$ cat src/rtl/pet_needs_engine.sv
// Pet need counters with scaled-time decay, per-channel boosts and the awake/sleep/critical/dead life cycle.
// Optional PET_AUTOSLEEP_EN: energy (stat 0) reaching zero while awake or critical forces sleep.
module pet_needs_engine #(
   parameter int unsigned NUM_STATS   = 3,
   parameter int unsigned STAT_W      = 3,
   parameter int unsigned TICK_CYCLES = 50_000_000,
   parameter int unsigned DECAY_SECS  = 10,
   parameter int unsigned BOOST_AMT   = 2,
   parameter int unsigned DEATH_SECS  = 30
) (
   input  logic                        clk,
   input  logic                        rst,
   input  logic [NUM_STATS-1:0]        boost,
   input  logic                        sleep_req,
   input  logic                        wake_req,
   input  logic [3:0]                  test_speed,
   output logic [NUM_STATS*STAT_W-1:0] stats,
   output logic [1:0]                  state,
   output logic [3:0]                  face,
   output logic                        sec_pulse
);

   localparam int unsigned MAX   = (1 << STAT_W) - 1;
   localparam int unsigned PRE_W = $clog2(TICK_CYCLES + 1);
   localparam int unsigned DEC_W = $clog2(DECAY_SECS + 1);
   localparam int unsigned DTH_W = $clog2(DEATH_SECS + 1);
   localparam logic [STAT_W-1:0] STAT_MAX  = STAT_W'(MAX);
   localparam logic [STAT_W-1:0] STAT_HALF = STAT_W'(MAX / 2);

   typedef enum logic [1:0] {
      ST_AWAKE = 2'd0,
      ST_SLEEP = 2'd1,
      ST_CRIT  = 2'd2,
      ST_DEAD  = 2'd3
   } pet_state_t;

   pet_state_t        cur_state;
   logic [PRE_W-1:0]  pre_cnt;
   logic [PRE_W-1:0]  eff_shift;
   logic [PRE_W-1:0]  eff_m1;
   logic              pre_term;
   logic [DEC_W-1:0]  dec_cnt;
   logic              decay_tick;
   logic [DTH_W-1:0]  death_cnt;
   logic              death_due;
   logic [STAT_W-1:0] stat_q   [NUM_STATS];
   logic [STAT_W-1:0] stat_nxt [NUM_STATS];
   int                sum      [NUM_STATS];
   logic              boost_ok;
   logic              any_zero;
   logic              all_zero;
   logic              all_high;
   logic [3:0]        face_nxt;

   // Effective period shrinks with test_speed; >= lets a shorter period wrap immediately.
   always_comb begin
      eff_shift = PRE_W'(TICK_CYCLES) >> test_speed;
      eff_m1    = (eff_shift == '0) ? '0 : eff_shift - PRE_W'(1);
      pre_term  = (pre_cnt >= eff_m1);
   end

   // Prescaler and decay timer; decay_tick is coincident with sec_pulse.
   always_ff @(posedge clk) begin
      if (rst) begin
         pre_cnt    <= '0;
         sec_pulse  <= 1'b0;
         dec_cnt    <= '0;
         decay_tick <= 1'b0;
      end else begin
         sec_pulse  <= pre_term;
         decay_tick <= 1'b0;
         if (pre_term) begin
            pre_cnt <= '0;
            if (dec_cnt == DEC_W'(DECAY_SECS - 1)) begin
               dec_cnt    <= '0;
               decay_tick <= 1'b1;
            end else begin
               dec_cnt <= dec_cnt + DEC_W'(1);
            end
         end else begin
            pre_cnt <= pre_cnt + PRE_W'(1);
         end
      end
   end

   // Saturating per-channel update; energy recovers instead of decaying while asleep.
   always_comb begin
      boost_ok = (cur_state == ST_AWAKE) || (cur_state == ST_CRIT);
      for (int i = 0; i < NUM_STATS; i++) begin
         sum[i] = int'(stat_q[i]);
         if (boost[i] && boost_ok)
            sum[i] = sum[i] + int'(BOOST_AMT);
         if (decay_tick) begin
            if (i == 0 && cur_state == ST_SLEEP)
               sum[i] = sum[i] + 1;
            else
               sum[i] = sum[i] - 1;
         end
         if (cur_state == ST_DEAD)
            stat_nxt[i] = stat_q[i];
         else if (sum[i] < 0)
            stat_nxt[i] = '0;
         else if (sum[i] > int'(MAX))
            stat_nxt[i] = STAT_MAX;
         else
            stat_nxt[i] = STAT_W'(sum[i]);
      end
   end

   always_ff @(posedge clk) begin
      for (int i = 0; i < NUM_STATS; i++) begin
         if (rst) stat_q[i] <= STAT_MAX;
         else     stat_q[i] <= stat_nxt[i];
      end
   end

   always_comb begin
      any_zero = 1'b0;
      all_zero = 1'b1;
      all_high = 1'b1;
      for (int i = 0; i < NUM_STATS; i++) begin
         if (stat_q[i] == '0) any_zero = 1'b1;
         else                 all_zero = 1'b0;
         if (stat_q[i] <= STAT_HALF) all_high = 1'b0;
      end
   end

   always_comb begin
      face_nxt = 4'd1;
      case (cur_state)
         ST_DEAD:  face_nxt = 4'd4;
         ST_SLEEP: face_nxt = 4'd2;
         ST_CRIT:  face_nxt = 4'd3;
         default:  face_nxt = all_high ? 4'd0 : 4'd1;
      endcase
   end

   assign death_due = (cur_state == ST_CRIT) && sec_pulse &&
                      (death_cnt == DTH_W'(DEATH_SECS - 1));

   // Life-cycle FSM on registered stats; DEAD outranks everything and only rst leaves it.
   always_ff @(posedge clk) begin
      if (rst) begin
         cur_state <= ST_AWAKE;
         death_cnt <= '0;
         face      <= 4'd0;
      end else begin
         face <= face_nxt;
         if (cur_state != ST_CRIT)
            death_cnt <= '0;
         else if (sec_pulse)
            death_cnt <= death_cnt + DTH_W'(1);
         if (cur_state != ST_DEAD) begin
            if (all_zero || death_due)
               cur_state <= ST_DEAD;
`ifdef PET_AUTOSLEEP_EN
            else if ((cur_state == ST_AWAKE || cur_state == ST_CRIT) && stat_q[0] == '0)
               cur_state <= ST_SLEEP;
`endif
            else begin
               case (cur_state)
                  ST_AWAKE: begin
                     if (sleep_req)     cur_state <= ST_SLEEP;
                     else if (any_zero) cur_state <= ST_CRIT;
                  end
                  ST_SLEEP: begin
                     if (wake_req || stat_q[0] == STAT_MAX) cur_state <= ST_AWAKE;
                  end
                  ST_CRIT: begin
                     if (sleep_req)      cur_state <= ST_SLEEP;
                     else if (!any_zero) cur_state <= ST_AWAKE;
                  end
                  default: ;
               endcase
            end
         end
      end
   end

   for (genvar g = 0; g < NUM_STATS; g++) begin : g_pack
      assign stats[g*STAT_W +: STAT_W] = stat_q[g];
   end

   assign state = cur_state;

endmodule

$ cat config.mk
export PLATFORM = sky130hd
export DESIGN_NAME = pet_needs_engine
export DESIGN_NICKNAME = d
export VERILOG_FILES = /design/src/rtl/pet_needs_engine.sv
export SDC_FILE = /design/constraint.sdc
export NUM_CORES = 1
export LEC_CHECK = 0
export ABC_AREA = 0
export CAP_MARGIN = 20
export CORE_MARGIN = 2
export CORE_UTILIZATION = 40
export CTS_CLUSTER_DIAMETER = 30
export DETAILED_ROUTE_END_ITERATION = 16
export GPL_ROUTABILITY_DRIVEN = 0
export PLACE_DENSITY_LB_ADDON = 0.15
export RECOVER_POWER = 25
export SYNTH_ARGS = -nofsm -noshare
export SYNTH_HDL_FRONTEND = slang
export SYNTH_SLANG_ARGS = --single-unit
export TNS_END_PERCENT = 10
$ cat constraint.sdc
create_clock -name clk -period 7.8 [get_ports clk]
set_input_delay 1.17 -clock clk [delete_from_list [all_inputs] [get_ports clk]]
set_output_delay 1.17 -clock clk [all_outputs]
set_load 0.01 [all_outputs]
==> Word level (Yosys, flattened, before mapping) <==
Memories as Yosys holds them, arrays and structs flattened.
Index checks and enable logic that the tools add are counted.
{ "classes": {"n_addsub": 11, "n_lt_le_gt_ge": 10, "eq_ne": 11, "n_shift": 1, "muxes": 42, "n_bitwise": 4, "n_reduce_logical": 18} }
{ "ops": {"columns": ["operator", "n"], "rows": [
  ["2-to-1 mux 32 bit", 4],
  ["greater-than comparator 32 x 4 -> 1 bit (second input constant)", 3],
  ["less-than comparator 32 x 1 -> 1 bit (second input constant)", 3],
  ["subtractor 32 x 2 -> 32 bit (second input constant)", 3],
  ["2-to-1 mux 3 bit", 12],
  ["adder 32 x 2 -> 32 bit (second input constant)", 1],
  ["adder 26 x 1 -> 26 bit (second input constant)", 1],
  [">= comparator 26 bit", 1],
  ["zero test 26 bit", 1],
  ["2-to-1 mux 26 bit", 1],
  ["right shift 26 x 4 -> 26 bit (first input constant)", 1],
  ["subtractor 26 x 1 -> 26 bit (second input constant)", 1],
  ["2-to-1 mux 4 bit", 4],
  ["2-to-1 mux 1 bit", 13],
  ["adder 3 x 2 -> 4 bit (second input constant)", 3],
  ["2-to-1 mux 2 bit", 6],
  ["less-or-equal comparator 3 x 2 -> 1 bit (second input constant)", 3],
  ["zero test 3 bit", 3],
  ["one-hot mux 3 bit (3 select lines)", 1],
  ["!= test 4 x 3 -> 1 bit (second input constant)", 2],
  ["one-hot mux 2 bit (3 select lines)", 1],
  ["OR reduction 2 bit", 3],
  ["adder 5 x 1 -> 5 bit (second input constant)", 1],
  ["equality test 5 bit (second input constant)", 1],
  ["other kinds (14)", 24]
]} }
{ "word_totals": {"ff_bits": 43, "ramBits": 9, "input_bits": 11, "output_inout_bits": 16, "wordCells": 105, "memories": 1} }
{ "mem_list": {"columns": ["name", "words", "word_bits", "read_ports", "rd_clocked_by_memory_dff", "write_ports", "line", "rtl"], "rows": [
  ["stat_q", 3, 3, 3, 0, 3, "46", "logic [STAT_W-1:0] stat_q [NUM_STATS];"]
]} }

==> Longest topological paths before layout <==
{ "logic_depth": {"depth_word": 12, "ltp_mapped": 22, "depth_no_buf": 19} }

==> Worst setup path after synthesis <==
No wires, ideal clock.
{ "synth_path": {"path_type": "input -> register", "start": "input port test_speed[2]", "end": "register pre_cnt[5]", "setup_ns": 0.119, "arrival_ns": 4.380, "required_time_ns": 7.681, "setup_slack_ns": 3.301, "stages": 20, "n_path_buf": 3, "cell_sequence": "clkbuf_1 -> inv_1 -> nand3_1 -> o21ai_0 -> a21oi_1 -> ha_1 -> inv_1 -> nor2_1 -> a22oi_1 -> o211a_1 -> ha_1 -> o21ai_0 -> o21a_1 -> a221oi_2 -> a211oi_2 -> o41ai_4 -> or2_1 -> buf_6 -> buf_12 -> nor2_4"} }
{ "synth_via": {"elab_chain_len": 5, "elab_cells_between_ends": 6, "classes_between": "add/sub: 1; order compare: 1; shift: 1; mux: 1; reduce/logical: 2"} }
{ "synth_lines": {"columns": ["element", "line", "rtl"], "rows": [
  ["start: declaration", "16", "input logic [3:0] test_speed,"],
  ["right shift 26 x 4 -> 26 bit *", "57", "eff_shift = PRE_W'(TICK_CYCLES) >> test_speed;"],
  ["subtractor 26 x 1 -> 26 bit / zero test 26 bit (equally long branches)", "58", "eff_m1 = (eff_shift == '0) ? '0 : eff_shift - PRE_W'(1);"],
  ["2-to-1 mux 26 bit *", "58", null],
  [">= comparator 26 bit *", "59", "pre_term = (pre_cnt >= eff_m1);"],
  ["OR reduction 2 bit (no line) *", null, null],
  ["end signal: assignment", "81", "pre_cnt <= pre_cnt + PRE_W'(1);"],
  ["end: declaration", "38", "logic [PRE_W-1:0] pre_cnt;"]
]} }
Every way passes the cells marked *; elsewhere a longest branch is shown, timed or not.
A chain may end at the register's enable or synchronous reset.

==> Worst setup path after layout <==
{ "layout_path": {"start": "input port test_speed[2]", "end": "register pre_cnt[25]"} }
The elaborated chain is that of the path after synthesis.

==> summary.txt <==
Status
  • Status: finished, final reports clean

Hold path
  • Worst hold path depth: 2
  • WHS Endpoint: dec_cnt[3]
  • Hold Path Class: flop to flop
  • Worst hold start: dec_cnt[3]

Logic synthesis
  • Most frequent cells after synthesis: 51 x dfxtp_1, 48 x ha_1, 42 x nor2_1, 40 x o21ai_0, 33 x nand2_1
  • Count leader, synth: dfxtp_1
  • Synth Area in Compound Gates: 21.2%
  • Number of flops mapped to enable cells by yosys: 0
  • Distinct cells, synth: 65
  • YS warnings: 0
  • FF+latch count, synth: 51
  • Dominant cell type by area after synthesis: dfxtp_1
  • Synth area leaders: dfxtp_1 25%, ha_1 15%, nor2_4 5.0%
  • Mux cell area share after synthesis: 0.496%
  • Largest family of logic cells by synthesized area: simple AND/OR/NAND/NOR gates
  • Simple-gate share of the synthesized area: 24.1%
  • Syn nets: 548
  • Synth Instances: 489
  • Adder-cell share of the synthesized area: 14.9%
  • Avg Inst Size Synth: 8.25 sq um
  • Post-synth top flop: dfxtp_1
  • Post-synthesis xor/xnor area fraction: 8.00%
  • Synth Cell Area: 0.00404 sq mm
  • Area fraction of the dominant cell type after synthesis: 25.3%
  • FFs w/ async S/R, synth: 0%
  • Seq/Total Area, Yosys: 25.3%

CTS
  • Root buffer cell: clkbuf_8
  • CTS Buf Count: 5
  • CTS tree: built
  • Post-CTS Setup Inserts: 0
  • Clock transition at the registers of the reported paths: 0.09 ns
  • Max H-tree Level: 2
  • Clk Latency, worst-skew pair: 0.30 ns
  • Hold buffers post-CTS: 0
  • Clock buffer depth: 2
  • Sink Count: 51
  • Post-CTS Resized: 0

Layout
  • Number of fill cells: 1017
  • Finished Cell Area: 0.00441 sq mm
  • Seq. cell area: 0.00102 sq mm
  • Fraction of layout cells with a size suffix above 1: 8.03%
  • # diodes: 0
  • Layout area overhead: 9.14%
  • Non-Filler Instances: 631
  • Nets@finish: 557
  • Multi-input logic area: 0.00278 sq mm

STA
  • Fin crit period: 5.79 ns
  • Max_slew headroom: 27.3%
  • Max-slew violations: 0
  • Fin Clk Skew: 0.00505 ns
  • RSZ-0062 raised after global routing: no
  • FMAX: 173 MHz
  • Final hold vios: 0
  • Setup TNS: 0 ns
  • Final setup viols: 0
  • Slew @ Worst Pin: 1.09 ns
  • Final Cycle Share: 74.2%

Route
  • Post-DRT Antenna Nets: 0
  • TritonRoute pass-1 iters: 4
  • Vias per cell: 5.41
  • 1st-iter DRT viols: 101
  • Final wirelength: 8.34 mm
  • Drt wl/cell: 13.2 um
  • Via count: 3413
  • Number of remaining DRC errors: 0

Critical path
  • Slowest cell on the critical path: or2_2
  • Worst-path fanout max: 26
  • Worst r2r path cells: 9
  • WP data required: 7.96 ns
  • Most used cell, CP: nor2_1
  • Crit path cell chain: clkdlybuf4s50_1, inv_1, nand3_1, o21ai_0, a21oi_1, ha_1, inv_1, nor2_1, nand2_1, o21ai_0, nor2_1, o22ai_1, ha_1, a211oi_1, o21a_1, a221oi_2, a211oi_2, o41ai_4, or2_2, nor2_1
  • Worst r2r src: pre_cnt[0]
  • Critical path class: input port to flop
  • Crit path launch type: input port
  • Worst R2R Setup Slack: 4.64 ns
  • Reg2reg end: pre_cnt[25]
  • Critical Path Sink Type: flop
  • CP arrival: 5.95 ns
  • Slowest cell delay on critical path: 0.94 ns

Power
  • Worst IR Drop VDD: 0.129 mV
  • Pwr dens: 188 mW/mm^2
  • LEAKAGE: 0.00175 uW
  • Pwr Total: 828 uW

Floorplan
  • CORE AREA: 0.00977 sq mm
  • Initial Util: 41.3%
  • Die area: 0.0109 sq mm
  • Die height: 104 um
  • Die width: 104 um
  • # IOs: 27
  • Num rows: 36

GRT
  • Largest net degree at the start of global routing: 27
  • Via count of the first global-routing pass: 3282
  • Tot GR Track Use: 16.3%
  • First-pass GRT wire length: 15.0 mm
  • Initial antenna violation count: 0
  • GR Overflow Total: 0

Job
  • Number of max-cap violations: 0

Place
  • Placed Area: 0.00432 sq mm
  • Final HPWL DP: 6.29 mm
  • Placed Instances: 624
  • Buffers on Ports: 25
state kept, by name (all words and copies together) (netlist names):
name and count:
state 2, stat_q 9, death_cnt 5, face 3
dec_cnt 4, sec_pulse 1, decay_tick 1, pre_cnt 26
final cells by class:
type | count | area share (%)
multi-input combinational | 387 | 63.0
sequential | 51 | 23.2
timing repair buffer | 25 | 5.68
tap | 133 | 3.78
inverter | 28 | 2.39
clock buffer | 6 | 1.87
clock inverter | 1 | 0.114
kinds of logic (layout without fill, tap and decap cells):
| group | count (synthesis) | in the layout |
|---|---|---|
| simple gates | 174 | 174 |
| compound gates | 126 | 126 |
| flops | 51 | 51 |
| buf+inv | 51 | 60 |
| fa+ha+maj | 48 | 48 |
| xor+xnor | 36 | 36 |
| mux | 2 | 2 |
| other cells | 1 | 1 |
routing by layer:
metal / global-route usage (%) / up-vias / share of wire [%]
li1: - / 1757 / -
met1: 20.4 / 1583 / 47
met2: 28.3 / 62 / 47
met3: 3.13 / 11 / 3.5
met4: 4.83 / 0 / 1.8
met5: 0 / - / 0
placed cells by master (no fill, tap or decap), drive strengths merged, types with 3 or more instances in the layout:
cell	synthesis	layout
clkdlybuf4s50	0	18
or3b	4	4
a221o	3	3
a31oi	9	9
o211ai	3	3
nor2	62	62
xnor2	19	19
nand3	15	15
and4	3	3
nand2	33	33
a211oi	6	6
xor2	17	17
nor2b	6	6
clkbuf	15	6
nand4	13	13
a221oi	3	3
ha	48	48
inv	28	28
a21oi	28	28
and3	5	5
nor3	18	18
o21a	6	6
dlygate4sd3	0	7
o21ai	43	43
dfxtp	51	51
nand2b	7	7
how the worst max path moves through the flow:
stage / from / end / slack (ns) / depth (start not counted)
finish: test_speed[2] / pre_cnt[25] / 2.01 / 20
global route: test_speed[0] / pre_cnt[25] / 1.48 / 18
CTS: test_speed[2] / pre_cnt[4] / 1.99 / 20
detailed placement: test_speed[2] / pre_cnt[25] / 1.66 / 18
global placement: test_speed[2] / pre_cnt[2] / 1.84 / 20
floorplan: test_speed[2] / pre_cnt[5] / 3.30 / 20
power breakdown:
| part | total (uW) | internal [uW] | leakage, uW | switching, uW |
|---|---|---|---|---|
| clock network | 154 | 69.8 | 0.0000470 | 83.7 |
| logic | 362 | 162 | 0.00129 | 200 |
| registers | 312 | 280 | 0.000413 | 32.4 |
stage by stage:
stage               setup slack, ns  util [%]  hold WS (ns)
detailed placement             1.66      44.2         0.499
finish                         2.01      45.1         0.510
global placement               1.84      44.2         0.483
floorplan                      3.30         -         0.451
global route                   1.48      45.1         0.536
CTS                            1.99      45.1         0.515
critical path: cells and delay by family:
kind,cells,cell delay (ns)
AOI/OAI and AO/OA,9,1.75
adders and majority gates,2,0.43
buffers and inverters,3,1.12
and+or+nand+nor,6,1.47
Power figures use the tool's default switching activity.
